`config.mk`:
```
export PLATFORM = sky130hd
export DESIGN_NAME = vm2_irq_ctl
export DESIGN_NICKNAME = d
export VERILOG_FILES = /design/src/rtl/vm2_irq_pkg.sv /design/src/rtl/vm2_irq_prio_enc.sv /design/src/rtl/vm2_irq_ctl.sv
export SDC_FILE = /design/constraint.sdc
export NUM_CORES = 1
export LEC_CHECK = 0
export ABC_AREA = 1
export CORE_UTILIZATION = 38
export DETAILED_ROUTE_END_ITERATION = 10
export HOLD_SLACK_MARGIN = 0.05
export PLACE_DENSITY = 0.88
export SLEW_MARGIN = 20
export SYNTH_ARGS = -nofsm -noshare
export SYNTH_HDL_FRONTEND = slang
export SYNTH_HIERARCHICAL = 1
export SYNTH_SLANG_ARGS = --single-unit
```
`constraint.sdc`:
```
create_clock -name clk_p -period 1.8 [get_ports clk_p]
set_input_delay 0.18 -clock clk_p [delete_from_list [all_inputs] [get_ports clk_p]]
set_output_delay 0.18 -clock clk_p [all_outputs]
set_load 0.005 [all_outputs]
```
`src/rtl/vm2_irq_pkg.sv`:
```
// ============================================================================
// Module  : vm2_irq_pkg
// Purpose : Shared types and constants for the 1801VM2 vectored interrupt
//           controller (vm2_irq_ctl and vm2_irq_prio_enc).
// Contents: state_t  - controller state encoding {ST_IDLE, ST_ARB, ST_ACK}
//           SPUR_VEC_DEF - default spurious vector (octal 374)
//           MAX_SRC  - largest supported number of request sources
//           IDX_W    - width of a source index / priority pointer
// Revision: 1.0 - initial release
// ============================================================================
`default_nettype none

package vm2_irq_pkg;

   localparam int          MAX_SRC      = 16;
   localparam int          IDX_W        = 4;
   localparam logic [15:0] SPUR_VEC_DEF = 16'o000374;

   typedef enum logic [1:0] {
      ST_IDLE = 2'd0,
      ST_ARB  = 2'd1,
      ST_ACK  = 2'd2
   } state_t;

endpackage

`default_nettype wire

```
`src/rtl/vm2_irq_prio_enc.sv`:
```
// ============================================================================
// Module  : vm2_irq_prio_enc
// Purpose : Combinational rotating priority encoder. The search begins at
//           index 'start' and wraps modulo N_SRC; the first active request
//           found wins. With start = 0 it is a plain fixed-priority encoder
//           (index 0 highest).
// Ports   : req     in  N_SRC  request vector
//           start   in  IDX_W  index with highest priority (< N_SRC)
//           win_idx out IDX_W  winning index (0 when nothing is active)
//           win_oh  out N_SRC  one-hot winner (all 0 when nothing is active)
//           any     out 1      at least one request active
// Revision: 1.0 - initial release
// ============================================================================
`default_nettype none

module vm2_irq_prio_enc
   import vm2_irq_pkg::*;
#(
   parameter int N_SRC = 4
) (
   input  logic [N_SRC-1:0] req,
   input  logic [IDX_W-1:0] start,
   output logic [IDX_W-1:0] win_idx,
   output logic [N_SRC-1:0] win_oh,
   output logic             any
);

   localparam int POS_W = IDX_W + 1;

   logic [MAX_SRC-1:0] req_ext;
   logic [POS_W-1:0]   pos;

   assign req_ext = MAX_SRC'(req);

   // Walk the offsets from farthest to nearest so that the candidate closest
   // to 'start' is the last one written and therefore wins.
   always_comb begin
      win_idx = '0;
      any     = 1'b0;
      pos     = '0;
      for (int i = N_SRC - 1; i >= 0; i--) begin
         pos = {1'b0, start} + POS_W'(i);
         if (pos >= POS_W'(N_SRC)) begin
            pos = pos - POS_W'(N_SRC);
         end
         if (req_ext[pos[IDX_W-1:0]]) begin
            win_idx = pos[IDX_W-1:0];
            any     = 1'b1;
         end
      end
   end

   genvar g;
   generate
      for (g = 0; g < N_SRC; g++) begin : g_onehot
         assign win_oh[g] = any && (win_idx == IDX_W'(g));
      end
   endgenerate

endmodule

`default_nettype wire

```
`src/rtl/vm2_irq_ctl.sv`:
```
// ============================================================================
// Module  : vm2_irq_ctl
// Purpose : Vectored interrupt controller for the 1801VM2 processor module.
//           Collects level requests, drives virq, answers the CPU vector
//           fetch (istb) with ivec/iack and pulses irq_ack to the granted
//           source for one cycle so it can drop its request.
// Config  : `define VM2_IRQ_ROUND_ROBIN_EN for rotating priority (pointer
//           moves to k+1 after a grant of k). Without it, priority is fixed
//           with index 0 highest and no pointer register exists.
// Ports   : clk_p   in  1         bus clock, rising edge
//           rst_n   in  1         synchronous active-low reset
//           irq_req in  N_SRC     level requests
//           vec_tab in  16*N_SRC  vector of source i at [16i+15:16i]
//           irq_ack out N_SRC     one-cycle grant pulse
//           virq    out 1         interrupt request to the CPU
//           istb    in  1         CPU vector-fetch strobe
//           ivec    out 16        vector to the CPU
//           iack    out 1         vector-valid acknowledge
// Revision: 1.0 - initial release
// ============================================================================
`default_nettype none

module vm2_irq_ctl
   import vm2_irq_pkg::*;
#(
   parameter int          N_SRC    = 4,
   parameter logic [15:0] SPUR_VEC = SPUR_VEC_DEF
) (
   input  logic                clk_p,
   input  logic                rst_n,
   input  logic [N_SRC-1:0]    irq_req,
   input  logic [16*N_SRC-1:0] vec_tab,
   output logic [N_SRC-1:0]    irq_ack,
   output logic                virq,
   input  logic                istb,
   output logic [15:0]         ivec,
   output logic                iack
);

   state_t             state;
   logic [IDX_W-1:0]   start;
   logic [IDX_W-1:0]   win_idx;
   logic [N_SRC-1:0]   win_oh;
   logic               any;
   logic [15:0]        sel_vec;
   logic [15:0]        arb_vec;

`ifdef VM2_IRQ_ROUND_ROBIN_EN
   logic [IDX_W-1:0]   ptr;
   assign start = ptr;
`else
   assign start = '0;
`endif

   vm2_irq_prio_enc #(
      .N_SRC   (N_SRC)
   ) u_prio_enc (
      .req     (irq_req),
      .start   (start),
      .win_idx (win_idx),
      .win_oh  (win_oh),
      .any     (any)
   );

   always_comb begin
      sel_vec = '0;
      for (int i = 0; i < N_SRC; i++) begin
         if (win_idx == IDX_W'(i)) begin
            sel_vec = vec_tab[16*i +: 16];
         end
      end
   end

   // Vectors are word-pair aligned on the VM2; the low two bits are forced
   // clear. With no active request the spurious vector is returned instead.
   assign arb_vec = any ? (sel_vec & 16'hFFFC) : SPUR_VEC;

   always_ff @(posedge clk_p) begin
      if (!rst_n) begin
         state   <= ST_IDLE;
         virq    <= 1'b0;
         iack    <= 1'b0;
         ivec    <= '0;
         irq_ack <= '0;
`ifdef VM2_IRQ_ROUND_ROBIN_EN
         ptr     <= '0;
`endif
      end else begin
         // The grant pulse lasts exactly one cycle (first ACK cycle).
         irq_ack <= '0;
         case (state)
            ST_IDLE: begin
               iack <= 1'b0;
               ivec <= '0;
               if (istb) begin
                  state <= ST_ARB;
                  virq  <= 1'b0;
               end else begin
                  // Re-evaluated here rather than on the ACK->IDLE edge so
                  // the granted device has a cycle to drop its request.
                  virq  <= |irq_req;
               end
            end

            ST_ARB: begin
               virq <= 1'b0;
               if (istb) begin
                  state   <= ST_ACK;
                  iack    <= 1'b1;
                  ivec    <= arb_vec;
                  irq_ack <= win_oh;
`ifdef VM2_IRQ_ROUND_ROBIN_EN
                  if (any) begin
                     ptr <= (win_idx == IDX_W'(N_SRC - 1)) ? '0 : win_idx + 1'b1;
                  end
`endif
               end else begin
                  // Strobe withdrawn: abandon the fetch without any handshake.
                  state <= ST_IDLE;
                  iack  <= 1'b0;
                  ivec  <= '0;
               end
            end

            ST_ACK: begin
               virq <= 1'b0;
               if (!istb) begin
                  state <= ST_IDLE;
                  iack  <= 1'b0;
                  ivec  <= '0;
               end
            end

            default: begin
               state <= ST_IDLE;
               virq  <= 1'b0;
               iack  <= 1'b0;
               ivec  <= '0;
            end
         endcase
      end
   end

endmodule

`default_nettype wire

```
Word level (Yosys, flattened, before mapping)
Index checks and enable logic that the tools add are counted.

storage, ports and cells
  register bits after elaboration = 24
  bits in latches = 0
  RAM bits = 0
  ROM bits = 0
  input bits = 71
  output and inout port bits = 22
  memories = 0

cells by class
  $add $sub $neg = 0
  multiply operators = 0
  divide/modulo/power cells = 0
  $lt $le $gt $ge = 0
  equal/unequal tests = 7
  shift-type cells = 0
  multiplexer cells = 23
  bitwise logic cells = 2
  reduce and logical (&&, ||, !) cells = 10

operators by type and width
  cell                  number
  $mux W16              7
  $pmux W16 S2          1
  $mux W2               7
  $eq A2 B2 Y1 const B  3
  $mux W1               6
  $pmux W2 S3           1
  $eq A2 B1 Y1 const B  2
  $logic_and A1 B1 Y1   4
  $logic_not A4 Y1      1
  $ne A2 B2 Y1 const B  2
  $reduce_or A4 Y1      1
  $reduce_and A3 Y1     1
  $reduce_or A3 Y1      1
  $logic_not A2 Y1      1
  $not A1 Y1            2
  $pmux W1 S2           1
  $reduce_and A2 Y1     1

Logic depth before layout (Yosys ltp)
  word-level depth = 12
  depth in mapped cells = 27
  gate-level depth less buffers = 27

Modules after synthesis
Netlist, hierarchy kept.

modules (own cells, without submodules)
  module            times used  cells each  area each (µm²)
  vm2_irq_ctl       1           208         1287.5
  vm2_irq_prio_enc  1           127         684.4

Worst setup path after synthesis
OpenSTA, ideal clock, no wires.

  kind = input-to-reg
  from = in irq_req[1]
  to = reg ivec[10]
  setup time = 0.113 ns
  arrival = 1.603 ns
  data required time = 1.687 ns
  slack = 0.084 ns
  cell stages on the path = 15
  buffers on the path = 1
  path through = inv_1 > o211ai_1 > nand2_1 > a21oi_4 > nand2_2 > nand2_1 > nand2_1 > nand2_2 > inv_1 > nor2_2 > nand2_2 > buf_6 > or2_0 > nand3_1 > nand2_1

between the ends
  cells in the longest elaborated chain, start to end = 10
  elaborated cells between the ends (all ways) = 15
  those cells by class = 3 x eq/ne; 11 x mux; 1 x reduce/logical

ends and longest elaborated chain
  element                 RTL line                source
  start, declared         vm2_irq_ctl.sv:31       input logic [N_SRC-1:0] irq_req,
  $mux W2 * (2 in a row)  vm2_irq_prio_enc.sv:46  if (req_ext[pos[IDX_W-1:0]]) begin
  via win_idx[0]          vm2_irq_ctl.sv:42       logic [IDX_W-1:0] win_idx;
  $logic_not A4 Y1        vm2_irq_ctl.sv:68       if (win_idx == IDX_W'(i)) begin
  $mux W16 (3 in a row)   vm2_irq_ctl.sv:68
  $mux W16 *              vm2_irq_ctl.sv:68
  $mux W16 *              vm2_irq_ctl.sv:76       assign arb_vec = any ? (sel_vec & 16'hFFFC) : SPUR_VEC;
  $mux W16 *              vm2_irq_ctl.sv:107      if (istb) begin
  $pmux W16 S2 *          vm2_irq_ctl.sv:91       case (state)
  end signal, assigned    vm2_irq_ctl.sv:110      ivec <= arb_vec;
  end, declared           vm2_irq_ctl.sv:36       output logic [15:0] ivec,

The timed path passes the listed nets; every way through them passes the cells marked *.
A chain may end at the register's enable or synchronous reset.

Worst setup path in the final report
  from = in irq_req[0]
  to = reg ivec[5]

between the ends
  cells in the longest elaborated chain, start to end = 9
  elaborated cells between the ends (all ways) = 13
  those cells by class = 3 x eq/ne; 9 x mux; 1 x reduce/logical

ends and longest elaborated chain
  element                RTL line
  $mux W2 *              vm2_irq_prio_enc.sv:46
  via win_idx[0]         vm2_irq_ctl.sv:42
  $logic_not A4 Y1       vm2_irq_ctl.sv:68
  $mux W16 (3 in a row)  vm2_irq_ctl.sv:68
  $mux W16 *             vm2_irq_ctl.sv:68
  $mux W16 *             vm2_irq_ctl.sv:76
  $mux W16 *             vm2_irq_ctl.sv:107
  $pmux W16 S2 *         vm2_irq_ctl.sv:91

Marked as above.

==> summary.txt <==
Run
  – Max_cap viols: 0

Worst setup path
  – Critical Path, Cell by Cell: dlygate4sd2_1, inv_1, nand2_1, nand3_1, nand2_2, nand3_4, nand2_2, nand2_1, nand2_1, nand2_2, clkinv_4, inv_4, nor2_4, buf_6, nand3_1, nand2_1, nor2_1, nand2_1, nand2_1, nand2_1
  – Arrival @ worst endpoint: 1.90 ns
  – CP Launch Type: primary input
  – CP top delay family: simple AND/OR/NAND/NOR gates
  – WP buf/inv: 5
  – Critical-path top delay cell: dlygate4sd2_1
  – Crit Path Class: primary input to flop
  – Slowest stage delay, CP: 0.24 ns
  – Critical path required time: a little under 2 ns
  – Cell mode on critical path: nand2_1
  – CP Capture Type: flop
  – Crit path max fanout: 4

Placement
  – Placed wire-length estimate: 4712 um
  – Routability congestion estimate from global placement: 0.8513
  – Placement Cell Area: just over 0.003 sq mm
  – Placed instance count: approximately 520
  – Pre-CTS WS: -0.4574 ns
  – Port Buffers: 82

Route
  – Routed Antenna Nets: 0
  – Routed WL: 6441 um
  – Vias post-DR: ~2,500
  – Met3 WL: around 330 um
  – Wl on met1: between 2000 and 3000 um
  – Routed length per instance: 12.18 um
  – Top Metal Used: met4
  – Residual DRC: 0
  – Initial DRC Count: about 140
  – DRT Pass-1 Iters: 4
  – Vias per Instance: 4.741
  – Met2 wire len: between 3000 and 4000 um

Synthesis
  – Distinct cells, synth: 28
  – Synthesized area: a little under 0.002 sq mm
  – Register area share after synthesis: 0.2234
  – Mapped Cells: between 300 and 400
  – Synth Area per Inst: about 5.9 sq um
  – Register bit count reported by yosys: 22
  – Synth warn: 6

Power and ir drop
  – Pwr dens: roughly 540 mW/mm^2
  – Leakage Power: 0.001637 uW
  – Switching pwr: around 660 uW
  – Sequential share of power: 0.285
  – Internal power component: 1100 uW
  – Clk pwr share: 0.170
  – Gate power share: 0.545
  – Sw Share: 0.3759
  – Peak supply drop: ~0.32 mV

Cells and area
  – Share of cells above drive strength 1: 0.1818
  – Commonest non-fill, non-tap cells in the layout: 92 x nand2_1, 78 x clkdlybuf4s50_1, 59 x nand3_1
  – Area of the multi-input gates: between 0.0015 and 0.002 sq mm
  – Most common cell after layout, fill and taps aside: nand2_1
  – Ant diodes: 0
  – Fill cells: roughly 400
  – Final Instance Area: between 0.003 and 0.004 sq mm
  – Post-Layout Cell Count: ~530
  – Total area of sequential cells: 440.4 sq um
  – Layout area overhead: 66.56%
  – Nets: ~550

Clock tree
  – Clk buf depth: 2
  – Sink Count: 22
  – H-tree levels: 1
  – Register clock-pin slew on the reported worst setup and hold paths: about 0.08 ns
  – Clk Latency, worst-skew pair: between 0.2 and 0.3 ns
  – CTS root buffer: clkbuf_8
  – Cts bufs inserted: 3
  – CTS tree: done
  – Hold_buf cts: 0

Floorplanning
  – Starting Density: 0.4067
  – Die span in y: 74.04 um
  – Ports: 93
  – CORE AREA: between 0.004 and 0.005 sq mm
  – Total Die Area: 0.005481 sq mm
  – Rows: 25
  – Die W: 74.04 um

Global route
  – Initial antenna violation count: 0
  – First-pass GRT wire length: 9604 um
  – Total gr overflow: 0
  – Vias in the first global route: approximately 2,200
  – Gr usage total: 0.2243
  – Largest net degree at the start of global routing: a little over 40

STA
  – Max Clk Rate: 0.5763 GHz
  – Slew Limit Fails: 0
  – Tmin final: between 1.5 and 2 ns
  – PnR worst setup slack: around 0.065 ns
  – Final Setup Violations: 0
  – Tcrit/Tclk final: 0.9640
  – Hold Vio Cnt, Final: 0
  – Clock Skew: 0.001333 ns
  – WHS: between 0.2 and 0.25 ns

Worst hold path
  – Class of the worst hold path: primary input to flop

Outcome
  – Status: complete, no violations
-- per-layer routing --
layer,up-vias,track usage
li1,1275,-
met1,1131,0.2930
met2,90,0.4010
met3,12,0.01626
met4,0,0.05128
met5,-,0
-- cells in the mapped netlist --
cell type  instances  share of area
nand2_1          101           0.19
nand3_1           68           0.17
nor2_1            38          0.072
inv_1             33          0.063
dfxtp_1           22           0.22
ha_1              12          0.076
nand2_2            9          0.029
buf_4              7          0.027
or2_0              7          0.022
inv_2              5         0.0095
a21oi_1            4          0.010
o21ai_0            4          0.010
buf_2              3         0.0076
buf_6              3          0.017
nor2_2             3         0.0095
conb_1             2         0.0038
nand4_1            2         0.0063
o21ai_1            2         0.0051
a21oi_4            1         0.0083
and2_1             1         0.0032
nand3_2            1         0.0051
nor2_4             1         0.0057
nor3_1             1         0.0025
nor4_1             1         0.0032
o211ai_1           1         0.0038
o21ai_2            1         0.0044
or2_2              1         0.0032
xnor2_1            1         0.0044
-- worst paths after layout --
kind,depth (start not counted),slack [ns],endpoint,startpoint
hold / removal,3,0.25,virq$_SDFF_PP0_,irq_req[1]
setup reg to reg,6,0.54,ivec[7]$_SDFFE_PN0P_,state[0]$_SDFFE_PN0P_
setup / recovery,20,0.06,ivec[5]$_SDFFE_PN0P_,irq_req[0]
hold reg to reg,2,0.45,ivec[11]$_SDFFE_PN0P_,ivec[11]$_SDFFE_PN0P_
-- registers in the layout, indices dropped and copies added, names as in the netlist --
| signal | count |
|---|---|
| iack | 1 |
| virq | 1 |
| ivec | 14 |
| irq_ack | 4 |
| state | 2 |
-- layout make-up --
cell class | instances | area share
Clock buffer | 3 | 0.01257
Sequential cell | 22 | 0.1341
Tap cell | 67 | 0.02552
Multi-Input combinational cell | 291 | 0.4705
Inverter | 38 | 0.04571
Timing Repair Buffer | 108 | 0.3116
-- per-stage QoR --
| stage | setup TNS, ns | utilization | total power [uW] |
|---|---|---|---|
| 4_1_cts | 0 | 0.6537 | 1647 |
| 6_report | 0 | 0.6774 | 1762 |
| 2_1_floorplan | 0 | - | 954.2 |
| 3_5_place_dp | -6.109 | 0.6243 | 1258 |
| 5_1_grt | -0.1033 | 0.6774 | 1864 |
| 3_3_place_gp | -5.484 | 0.6243 | 1245 |
-- power by group through the flow --
stage	registers, uW	clock network, uW	logic [uW]
2_1_floorplan	514	0	440
3_3_place_gp	513	0	732
3_5_place_dp	513	0	745
4_1_cts	502	300	845
5_1_grt	503	319	1040
6_report	502	300	961
-- what timing repair did --
item | 4_1_cts | 5_1_grt
cloned | 2 | 0
endpoints found under the setup margin | 14 | 14
resized for setup | 24 | 39
pin swaps | 17 | 26
buffers inserted | 4 | 1
-- worst min-delay path, cell delays in order --
cell      delay (ns)
clkbuf_2        0.09
nor4_1          0.06
nor3_1          0.12
-- cells by family (layout without fill, tap and decap cells) --
family,after synthesis,after routing,synth area share
AND/OR/NAND/NOR,234,234,0.5267
buffers and inverters,51,149,0.1237
adder cells (fa/ha/maj),12,12,0.07614
AO/OA/AOI/OAI,13,13,0.04188
flip-flops,22,22,0.2233
other,2,31,0.003809
XOR/XNOR,1,1,0.004442
Power figures use the tool's default switching activity.
